<file path="config.mk">
export PLATFORM = sky130hd
export DESIGN_NAME = traffic_phase_ctrl
export DESIGN_NICKNAME = d
export VERILOG_FILES = /design/src/rtl/traffic_phase_ctrl.sv
export SDC_FILE = /design/constraint.sdc
export NUM_CORES = 1
export LEC_CHECK = 0
export CAP_MARGIN = 20
export CORE_UTILIZATION = 50
export DETAILED_ROUTE_END_ITERATION = 16
export GPL_TIMING_DRIVEN = 1
export PLACE_DENSITY_LB_ADDON = 0.08
export SYNTH_ARGS = -nofsm -noshare
export SYNTH_HDL_FRONTEND = slang
export SYNTH_SLANG_ARGS = --single-unit
</file>
<file path="constraint.sdc">
create_clock -name clk -period 3 [get_ports clk]
set_input_delay 0.45 -clock clk [delete_from_list [all_inputs] [get_ports clk]]
set_output_delay 0.45 -clock clk [all_outputs]
set_load 0.005 [all_outputs]
</file>
<file path="src/rtl/traffic_phase_ctrl.sv">
// Two-direction traffic-light phase controller: timed G/Y/all-red cycle with demand
// shortening of the opposing green and a blinking-yellow night mode.
module traffic_phase_ctrl #(
    parameter int CNT_W   = 7,
    parameter int Y_TIME  = 5,
    parameter int AR_TIME = 1,
    parameter int SHORT_T = 3
) (
    input  logic             clk,
    input  logic             rst_n,
    input  logic             tick_1s,
    input  logic             k_night,
    input  logic [CNT_W-1:0] g1_time,
    input  logic [CNT_W-1:0] g2_time,
    input  logic             req1,
    input  logic             req2,
    output logic             R1,
    output logic             Y1,
    output logic             G1,
    output logic             R2,
    output logic             Y2,
    output logic             G2,
    output logic [CNT_W-1:0] cnt,
    output logic [2:0]       state,
    output logic             phase_go
);

    typedef enum logic [2:0] {
        S_NIGHT = 3'd0, S_G1 = 3'd1, S_Y1 = 3'd2, S_AR1 = 3'd3,
        S_G2 = 3'd4, S_Y2 = 3'd5, S_AR2 = 3'd6
    } state_t;

    localparam logic [CNT_W-1:0] Y_DUR     = (Y_TIME == 0) ? CNT_W'(1) : CNT_W'(Y_TIME);
    localparam logic [CNT_W-1:0] AR_DUR    = CNT_W'(AR_TIME);
    localparam logic [CNT_W-1:0] SHORT_DUR = CNT_W'(SHORT_T);
    localparam bit               HAS_AR    = (AR_TIME != 0);

    state_t           state_q, state_d, nxt_state;
    logic [CNT_W-1:0] cnt_q, cnt_d, nxt_dur, g1_dur, g2_dur;
    logic             blink_q, blink_d;
    logic             d1_q, d1_d, d2_q, d2_d;
    logic             phase_go_q, phase_go_d;

    assign g1_dur = (g1_time == '0) ? CNT_W'(1) : g1_time;
    assign g2_dur = (g2_time == '0) ? CNT_W'(1) : g2_time;

    // Successor phase and its duration; NIGHT exits like Y2 so service restarts at dir 1.
    always_comb begin
        nxt_state = S_NIGHT;
        nxt_dur   = '0;
        case (state_q)
            S_G1:  begin nxt_state = S_Y1; nxt_dur = Y_DUR; end
            S_Y1:  begin
                nxt_state = HAS_AR ? S_AR1 : S_G2;
                nxt_dur   = HAS_AR ? AR_DUR : g2_dur;
            end
            S_AR1: begin nxt_state = S_G2; nxt_dur = g2_dur; end
            S_G2:  begin nxt_state = S_Y2; nxt_dur = Y_DUR; end
            S_AR2: begin nxt_state = S_G1; nxt_dur = g1_dur; end
            default: begin
                nxt_state = HAS_AR ? S_AR2 : S_G1;
                nxt_dur   = HAS_AR ? AR_DUR : g1_dur;
            end
        endcase
    end

    always_comb begin
        state_d = state_q;
        cnt_d   = cnt_q;
        blink_d = blink_q;
        d1_d    = d1_q;
        d2_d    = d2_q;
        if (k_night) begin
            state_d = S_NIGHT;
            cnt_d   = '0;
            if (state_q == S_NIGHT && tick_1s) blink_d = ~blink_q;
        end else if (state_q == S_NIGHT) begin
            if (tick_1s) begin
                state_d = nxt_state;
                cnt_d   = nxt_dur;
                blink_d = 1'b0;
            end
        end else begin
            d1_d = d1_q | req1;
            d2_d = d2_q | req2;
            // Shortening takes priority over the tick; that tick's decrement is dropped.
            if ((state_q == S_G1 && d2_d && cnt_q > SHORT_DUR) ||
                (state_q == S_G2 && d1_d && cnt_q > SHORT_DUR)) begin
                cnt_d = SHORT_DUR;
            end else if (tick_1s) begin
                if (cnt_q > CNT_W'(1)) begin
                    cnt_d = cnt_q - CNT_W'(1);
                end else begin
                    state_d = nxt_state;
                    cnt_d   = nxt_dur;
                end
            end
        end
        if (state_d == S_G1 && state_q != S_G1) d1_d = 1'b0;
        if (state_d == S_G2 && state_q != S_G2) d2_d = 1'b0;
        phase_go_d = (state_d != state_q);
    end

    always_ff @(posedge clk or negedge rst_n) begin
        if (!rst_n) begin
            state_q    <= S_NIGHT;
            cnt_q      <= '0;
            blink_q    <= 1'b0;
            d1_q       <= 1'b0;
            d2_q       <= 1'b0;
            phase_go_q <= 1'b0;
        end else begin
            state_q    <= state_d;
            cnt_q      <= cnt_d;
            blink_q    <= blink_d;
            d1_q       <= d1_d;
            d2_q       <= d2_d;
            phase_go_q <= phase_go_d;
        end
    end

    always_comb begin
        R1 = 1'b0; Y1 = 1'b0; G1 = 1'b0;
        R2 = 1'b0; Y2 = 1'b0; G2 = 1'b0;
        case (state_q)
            S_G1:         begin G1 = 1'b1; R2 = 1'b1; end
            S_Y1:         begin Y1 = 1'b1; R2 = 1'b1; end
            S_AR1, S_AR2: begin R1 = 1'b1; R2 = 1'b1; end
            S_G2:         begin R1 = 1'b1; G2 = 1'b1; end
            S_Y2:         begin R1 = 1'b1; Y2 = 1'b1; end
            default:      begin Y1 = blink_q; Y2 = blink_q; end
        endcase
    end

    assign cnt      = cnt_q;
    assign state    = state_q;
    assign phase_go = phase_go_q;

endmodule
</file>
==> key figures <==
Global routing
  • Met2 Track Usage GR: 43.6%
  • Number of global-route vias before repair: 1172
  • Gr usage total: 28.0%
  • Most Used Layer, Global Route: met2
  • Pin count of the biggest net entering global routing: 18
  • First-pass GRT wire length: 5370 um
  • GR Layer Usage met1: 39.0%
  • GR Overflow Total: 0
  • Initial antenna violation count: 0
  • Grt met3 use: 3.33%

Layout
  • Share of cells above drive strength 1: 8.57%
  • N_diodes: 0
  • Filler Cell Count: 174
  • P&R area growth vs syn: 33.7%
  • NumNets Final: 199

Synth
  • Top cell type's share of synthesized area: 29.9%
  • Syn_nets: 166
  • Synthesized area per cell: 8.19 sq um
  • Post-Syn Area: 1170 sq um
  • Fraction of registers with async set/reset: 100%
  • Post-synth top cells: dfrtp_1, nand2_1, o21ai_0, a21oi_1, inv_1
  • Mapped Cells: 143
  • Netlist cell types: 43
  • Yosys top cell by area: dfrtp_1
  • Seq/Total Area, Yosys: 29.9%
  • Yosys reg bits: 14
  • Post-synth EDFFs: 0
  • Ys Warns: 0
  • Ranking of synthesized cells by area: dfrtp_1, o21ai_0, nand2_1, a21oi_1, a22oi_1
  • Top_reg_cell synth: dfrtp_1

Critical path
  • Reg-to-Reg End: cnt[6]$_DFFE_PN0P_
  • Worst-case reg-to-reg path depth: 5
  • Max FO, Critical Path: 17
  • Reg2reg setup slack: 0.75 ns
  • Critical Path Source Type: register
  • CP required: 2.55 ns
  • CP Capture Type: output port
  • Crit path DAT: 2.02 ns
  • Crit. Startpoint: state[0]$_DFF_PN0_
  • Setup crit end: Y1
  • Critical Setup Path Class: register to output port
  • Reg2reg start: cnt[5]$_DFFE_PN0P_

Detailed routing
  • Iter 0 DRT Violations: 54
  • Via density per instance: 6.24
  • TritonRoute pass-1 iters: 4
  • DR vias: 1266
  • Antenna viol nets, final: 0
  • Drt wl/cell: 15.9 um
  • DRC: 0
  • Routed WL: 3240 um

Clock network
  • Clk_lat worst skew: 0.30 ns
  • CTS tree: yes
  • Resized cells post-CTS: 0
  • Root buffer cell: clkbuf_4
  • Clk sinks: 14
  • Clk buf depth: 2
  • Clk slew on worst S/H paths: 0.09 ns
  • Hold buffer count at CTS: 0
  • CTS Buf Count: 3
  • CTS HTree Levels: 1
  • Number of post-CTS setup repair buffers: 0

Timing
  • Final hold vios: 0
  • RSZ-0062 raised after global routing: no
  • PnR worst setup slack: 0.529 ns
  • Clock skew: 0.00611 ns
  • Setup_tns: 0 ns
  • Final Slew Violations: 0
  • Max Freq: 405 MHz
  • Minimum clock period: 2.47 ns
  • Slew HR: 34.4%
  • Crit share post-route: 82.4%
  • Final setup vio count: 0
  • Worst Max-Slew Pin Slew: 0.976 ns

Floorplan
  • Die Width: 50.4 um
  • Starting Density: 52.9%
  • Io pins: 37
  • Die area: 2540 sq um
  • Chip Height: 50.4 um
  • Site Rows: 17
  • Core footprint: 2210 sq um

Placement
  • Setup WS pre-CTS: 0.652 ns
  • Gpl congestion: 0.902
  • Dpl hpwl: 2350 um
  • IO buf count: 36

Power and ir drop
  • Leakage: 0.000575 uW
  • P per Cell Area: 1000 nW/um^2
  • Worst vdd ir: 0.772 mV

Job
  • Max Cap Viol: 0

Run status
  • Status: finished clean

Worst hold path
  • Hold crit path type: register to register
-- cell type report --
| class | count | area (sq um) | share of cell area, % |
|---|---|---|---|
| timing repair buffer | 37 | 368 | 23.5 |
| tap | 28 | 35.0 | 2.24 |
| clock buffer | 4 | 36.3 | 2.32 |
| sequential | 14 | 350 | 22.4 |
| multi-input combinational | 111 | 742 | 47.4 |
| inverter | 9 | 33.8 | 2.16 |
-- cells in the final DEF, fill, tap and decap left out, drive strengths merged, types with 4 or more instances in the layout --
cell type      count
a22oi              5
clkdlybuf4s50     36
o31ai              4
o21ai             12
a21oi             10
nor2               8
clkbuf             4
inv                9
nand2             14
dfrtp             14
nor3               6
nand2b             4
-- routing by layer --
| metal | routed length (um) | up-vias |
|---|---|---|
| li1 | - | 599 |
| met1 | 1460 | 592 |
| met2 | 1460 | 68 |
| met3 | 251 | 7 |
| met4 | 59 | 0 |
| met5 | 0 | - |
-- stage by stage --
| step | power (uW) | instances | hold WS, ns | area (sq um) | util [%] |
|---|---|---|---|---|---|
| after global routing | 1700 | 203 | 0.612 | 1570 | 70.8 |
| after CTS | 1560 | 203 | 0.554 | 1570 | 70.8 |
| after floorplan | 1090 | 143 | 0.154 | 1170 | - |
| after global placement | 1390 | 199 | 0.520 | 1530 | 69.1 |
| after detailed placement | 1410 | 199 | 0.532 | 1530 | 69.1 |
| final | 1570 | 203 | 0.551 | 1570 | 70.8 |
-- registers in the layout (all words and copies together) (netlist names) --
name      count
cnt           7
state         3
blink_q       1
d1_q          1
d2_q          1
phase_go      1
-- where the power goes --
part           leakage (uW)  internal, uW  switching (uW)
clock network     0.0000210          74.1            70.0
registers          0.000179           252             122
logic              0.000375           518             531
-- worst max-delay path, cell delays in order, from the launching register on --
cell             delay [ns]
dfrtp_1                0.66
and2_1                 0.27
nand2_1                0.08
o21ai_0                0.07
a22o_1                 0.15
clkdlybuf4s50_1        0.50
-- cell families (layout without fill, tap and decap cells) --
logic type	Yosys count	in the layout	share of synthesized area [%]
compound gates	51	51	32.1
xor+xnor	2	2	1.50
fa+ha+maj	3	3	3.21
buf+inv	18	50	6.73
flops	14	14	29.9
mux	1	1	0.961
simple gates	54	54	25.6
-- worst min path at each step --
| stage | from | endpoint | slack [ns] | depth (start not counted) |
|---|---|---|---|---|
| global placement | blink_q$_DFFE_PN0P_ | blink_q$_DFFE_PN0P_ | 0.52 | 2 |
| detailed placement | blink_q$_DFFE_PN0P_ | blink_q$_DFFE_PN0P_ | 0.53 | 2 |
| CTS | blink_q$_DFFE_PN0P_ | blink_q$_DFFE_PN0P_ | 0.55 | 2 |
| finish | blink_q$_DFFE_PN0P_ | blink_q$_DFFE_PN0P_ | 0.55 | 2 |
| global route | d2_q$_DFFE_PN0P_ | d2_q$_DFFE_PN0P_ | 0.61 | 2 |
| floorplan | rst_n | blink_q$_DFFE_PN0P_ | 0.15 | 0 |
No activity file was read; power rests on OpenSTA's default activity.
